## config.mk

```make
export PLATFORM = sky130hd
export DESIGN_NAME = reset_sequencer
export DESIGN_NICKNAME = d
export VERILOG_FILES = /design/src/rtl/reset_sequencer.sv
export SDC_FILE = /design/constraint.sdc
export NUM_CORES = 1
export LEC_CHECK = 0
export BUFFER_PORTS_ARGS = -buffer_cell sky130_fd_sc_hd__buf_2
export CORE_AREA = 2 2 86 63
export DETAILED_ROUTE_END_ITERATION = 10
export DIE_AREA = 0 0 88 65
export PLACE_DENSITY = 0.66
export SETUP_SLACK_MARGIN = 0.4
export SLEW_MARGIN = 30
export SYNTH_ARGS = -nofsm -noshare
export SYNTH_HDL_FRONTEND = slang
export SYNTH_SLANG_ARGS = --single-unit
export TNS_END_PERCENT = 100
```

## constraint.sdc

```tcl
create_clock -name clk -period 1.85 [get_ports clk]
set_clock_uncertainty 0.15 [all_clocks]
set_input_delay 0 -clock clk [delete_from_list [all_inputs] [get_ports clk]]
set_output_delay 0 -clock clk [all_outputs]
set_load 0.01 [all_outputs]
```

## src/rtl/reset_sequencer.sv

```systemverilog
// rtl/reset_sequencer.sv - sequenced power-on / button / trap reset generator
module reset_sequencer #(
    parameter int HOLD_CYCLES = 65535,
    parameter int DEB_CYCLES  = 50000,
    parameter int TRAP_RST_EN = 1
) (
    input  logic       clk,
    input  logic       rst_n,
    input  logic       btn_in,
    input  logic       trap_in,
    output logic       sys_rst,
    output logic       rst_done,
    output logic [1:0] rst_cause
);

    // Counters only ever need to reach CYCLES-1; a 1-cycle debounce still needs a 1-bit counter.
    localparam int HOLD_W = (HOLD_CYCLES > 1) ? $clog2(HOLD_CYCLES) : 1;
    localparam int DEB_W  = (DEB_CYCLES > 1) ? $clog2(DEB_CYCLES) : 1;

    localparam logic [HOLD_W-1:0] HOLD_LAST = HOLD_W'(HOLD_CYCLES - 1);
    localparam logic [DEB_W-1:0]  DEB_LAST  = DEB_W'(DEB_CYCLES - 1);

    localparam logic [1:0] CAUSE_POR  = 2'd0;
    localparam logic [1:0] CAUSE_BTN  = 2'd1;
    localparam logic [1:0] CAUSE_TRAP = 2'd2;

    typedef enum logic [1:0] {
        ST_HOLD     = 2'd0,
        ST_RUN      = 2'd1,
        ST_WAIT_REL = 2'd2
    } state_t;

    state_t            state;
    logic [HOLD_W-1:0] hold_cnt;

    logic              btn_meta;
    logic              btn_s;
    logic              trap_meta;
    logic              trap_s;

    logic [DEB_W-1:0]  deb_cnt;
    logic              btn_deb;
    logic              btn_deb_q;
    logic              btn_rise;
    logic              btn_fall;

    // Two-flop synchronisers: both asynchronous inputs are only used after this stage.
    always_ff @(posedge clk or negedge rst_n) begin
        if (!rst_n) begin
            btn_meta  <= 1'b0;
            btn_s     <= 1'b0;
            trap_meta <= 1'b0;
            trap_s    <= 1'b0;
        end else begin
            btn_meta  <= btn_in;
            btn_s     <= btn_meta;
            trap_meta <= trap_in;
            trap_s    <= trap_meta;
        end
    end

    // Debounce: accept a new button level only after DEB_CYCLES consecutive differing samples.
    always_ff @(posedge clk or negedge rst_n) begin
        if (!rst_n) begin
            deb_cnt   <= '0;
            btn_deb   <= 1'b0;
            btn_deb_q <= 1'b0;
        end else begin
            btn_deb_q <= btn_deb;
            if (btn_s != btn_deb) begin
                if (deb_cnt == DEB_LAST) begin
                    btn_deb <= btn_s;
                    deb_cnt <= '0;
                end else begin
                    deb_cnt <= deb_cnt + DEB_W'(1);
                end
            end else begin
                deb_cnt <= '0;
            end
        end
    end

    // Edge pulses last exactly one cycle, between the debounced update and its delayed copy.
    assign btn_rise = btn_deb & ~btn_deb_q;
    assign btn_fall = ~btn_deb & btn_deb_q;

    // Sequencer: HOLD counts out the stretch, RUN releases the system, WAIT_REL parks until the button is let go.
    always_ff @(posedge clk or negedge rst_n) begin
        if (!rst_n) begin
            state     <= ST_HOLD;
            hold_cnt  <= '0;
            sys_rst   <= 1'b1;
            rst_done  <= 1'b0;
            rst_cause <= CAUSE_POR;
        end else begin
            case (state)
                ST_HOLD: begin
                    if (btn_rise) begin
                        // A press restarts the whole sequence once it is released.
                        state     <= ST_WAIT_REL;
                        hold_cnt  <= '0;
                        rst_cause <= CAUSE_BTN;
                    end else if (hold_cnt == HOLD_LAST) begin
                        state    <= ST_RUN;
                        hold_cnt <= '0;
                        sys_rst  <= 1'b0;
                        rst_done <= 1'b1;
                    end else begin
                        hold_cnt <= hold_cnt + HOLD_W'(1);
                    end
                end

                ST_RUN: begin
                    if (btn_rise) begin
                        // Button wins over a simultaneous trap.
                        state     <= ST_WAIT_REL;
                        sys_rst   <= 1'b1;
                        rst_done  <= 1'b0;
                        rst_cause <= CAUSE_BTN;
                    end else if ((TRAP_RST_EN != 0) && trap_s) begin
                        state     <= ST_HOLD;
                        hold_cnt  <= '0;
                        sys_rst   <= 1'b1;
                        rst_done  <= 1'b0;
                        rst_cause <= CAUSE_TRAP;
                    end
                end

                ST_WAIT_REL: begin
                    // Trap is deliberately ignored here; the system is already in reset.
                    if (btn_fall) begin
                        state    <= ST_HOLD;
                        hold_cnt <= '0;
                    end
                end

                default: begin
                    state    <= ST_HOLD;
                    hold_cnt <= '0;
                    sys_rst  <= 1'b1;
                    rst_done <= 1'b0;
                end
            endcase
        end
    end

endmodule
```

==> out/qor.txt <==
status - finished, violations left
failing checks - negative setup slack
largest net degree at the start of global routing - 18
post-DR wirelength/cell - 16.4 µm
clk slew on worst S/H paths - 0.08 ns
floorplan die height - 65 µm
main combinational cell family by area after synthesis - simple AND/OR/NAND/NOR gates
Rel. slew slack - 66.2%
critical path arrival - 1.98 ns
Synth area leaders - dfrtp_1, nor2_1, a21oi_1
synth unique cells - 43
syn_area_per_cell - 9.73 µm²
class of the worst hold path - in -> async
MaxCap Viol Count - 0
GPL Wtd Cong - 0.838
n_diodes - 0
synthesized flop and latch total - 44
Lkg Pwr - 1.45 nW
Gate power share - 4.8%
CP Max Fanout - 4
Synth Flop Type - dfrtp_1
CTS root buf - clkbuf_8
sequential share of power - 57.6%
fillcell total - 332
Max Freq - 0.524 GHz
Port Buffers - 7
mux contribution to synthesized area - 0.989%
GRT Overall Usage - 21.4%
Synth Area in XOR/XNOR - 6.11%
Crit. End Element - flip-flop
core area - 4980 µm²
Warnings, synthesis - 0
commonest non-fill, non-tap cell in the layout - buf_4
Mapped Cells - 221
Post-Syn Nets - 228
Iter 0 DRT Violations - 193
Int Pwr - 0.00131 W
io pins - 8
Vias/cell - 5.51
first-pass GRT wire length - 9250 µm
top cell type's share of synthesized area - 50.0%
Async SR Flop Fraction - 100%
simple-gate share of the synthesized area - 23.3%
Least-Margin Pin Slew - 0.506 ns
Post-DRT Antenna Nets - 0
Skew-Pair Late Insertion Delay - 0.30 ns
H-Tree Level Count - 2
DR pass1 iterations - 4
Adder-Cell Fraction of Synth Area - 1.75%
Worst IR Drop VDD - 0.328 mV
Synth Cell Area - 2150 µm²
RSZ-0062 raised after global routing - yes
Sw Pwr - 0.000388 W
final WL - 5980 µm
Final Net Count - 298
sum of negative setup slack - -0.142 ns
# rows - 22
final setup fails - 3
Tot Pwr - 0.00170 W
PD cells - 513 nW/µm²
Synth area leader - dfrtp_1
Startpoint Class - flip-flop
GRT Residual Overflow - 0
Layout area overhead - 53.8%
Post-DP HPWL - 3250 µm
routed vias - 2004
Clock power frac - 37.5%
DRC - 0
Pins Over Slew Limit - 0
layout cells sized above 1 - 49.0%
CTS tree - yes
Clock Path Buffers - 2
Tmin final - 1.91 ns
number of global-route vias before repair - 1940
fin crit share - 103%
CTS Buf Count - 5
die width - 88 µm
sequential element share of the synthesized area - 51.3%
most frequent cells in the layout - buf_4, dfrtp_1, nand2_1
clk sinks - 44
EDFF count, synth - 0
crit path kind - reg -> reg
die area - 5720 µm²
CP required - 1.92 ns
switch share - 22.9%
Compound-Gate Fraction of Synth Area - 13.2%
Initial Util - 43.2%
Final Hold Viols - 0
worst setup margin - -0.0570 ns
antenna violations before repair - 0
worst hold slack - 0.0908 ns
-- final timing paths --
path | slack (ns) | start | endpoint | cells after the start
hold / removal | 0.09 | rst_n | sys_rst$_DFFE_PN1P_ | 2
max in group asynchronous | 0.63 | rst_n | deb_cnt[12]$_DFF_PN0_ | 3
setup reg to reg | -0.06 | hold_cnt[1]$_DFFE_PN0P_ | hold_cnt[3]$_DFFE_PN0P_ | 7
hold reg to reg | 0.20 | btn_meta$_DFF_PN0_ | btn_s$_DFF_PN0_ | 0
setup / recovery | -0.06 | hold_cnt[1]$_DFFE_PN0P_ | hold_cnt[3]$_DFFE_PN0P_ | 7
min in group clk | 0.19 | trap_in | trap_meta$_DFF_PN0_ | 2
-- power groups by stage --
stage / Combinational (W) / Clock [W] / Sequential, W
final: 0.0000822 / 0.000637 / 0.000978
after global routing: 0.0000908 / 0.000685 / 0.000979
after CTS: 0.0000768 / 0.000649 / 0.000978
after detailed placement: 0.0000439 / 0 / 0.000998
after global placement: 0.0000428 / 0 / 0.000997
after floorplan: 0.0000161 / 0 / 0.000996
-- critical path: stages, from the launching register on --
cell     delay (ns)
dfrtp_1        0.42
ha_4           0.17
nand4_1        0.11
nor4_4         0.07
buf_4          0.13
or3_4          0.36
or3_1          0.35
o21ai_1        0.08
-- cells in the mapped netlist (3+ instances only) --
cell	n
dfrtp_1	43
nor2_1	28
nand2_1	18
a21oi_1	16
nand3_1	12
o21ai_0	12
a31oi_1	9
xnor2_1	8
inv_1	7
nand4_1	7
xor2_1	7
clkbuf_1	4
nand2b_1	4
nor3_1	4
a41oi_1	3
and3_1	3
ha_1	3
nor4_1	3
or3_1	3
-- registers in the layout (all words and copies together), names as in the netlist --
| register | flops |
|---|---|
| rst_cause | 2 |
| deb_cnt | 16 |
| btn_meta | 1 |
| state | 2 |
| btn_s | 1 |
| btn_deb | 1 |
| sys_rst | 1 |
| trap_s | 1 |
| rst_done | 1 |
| trap_meta | 1 |
| hold_cnt | 16 |
| btn_deb_q | 1 |
-- per-layer routing --
layer | vias to the layer above | share of wire [%] | track usage (%)
met2 | 74 | 47 | 31.3
met1 | 979 | 46 | 31.9
met5 | - | 0 | 0
met4 | 0 | 1.1 | 6.92
li1 | 943 | - | -
met3 | 8 | 5.9 | 3.82
-- area by class of cell --
class / instances / area, µm² / share of cell area, %
clock buffer: 7 / 86.3 / 2.61
clock inverter: 1 / 7.51 / 0.227
inverter: 8 / 30.0 / 0.908
multi-input combinational: 165 / 1460 / 44.1
sequential: 44 / 1110 / 33.4
tap: 72 / 90.1 / 2.72
timing repair buffer: 67 / 531 / 16.0
-- stage by stage --
step | util, % | area [µm²] | worst slack, ns | instances
finish | 66.4 | 3310 | -0.0570 | 364
floorplan | - | 2240 | 0.0508 | 221
detailed placement | 50.6 | 2520 | -0.201 | 319
global placement | 50.5 | 2510 | -0.450 | 319
CTS | 61.1 | 3040 | -0.110 | 357
global route | 66.4 | 3310 | -0.142 | 364
-- repair_timing --
action,CTS,global route
gates resized for setup,44,46
hold buffers,4,0
setup buffers,22,7
cloned,4,0
hold endpoints to repair,46,0
setup endpoints to repair,36,36
pin swaps,31,20
-- kinds of logic (layout without fill, tap and decap cells) --
logic type / Yosys count / after routing
compound gates: 48 / 48
xor+xnor: 15 / 15
fa+ha+maj: 3 / 3
buf+inv: 16 / 83
flops: 44 / 44
mux: 2 / 2
simple gates: 93 / 97
Power figures use the tool's default switching activity.
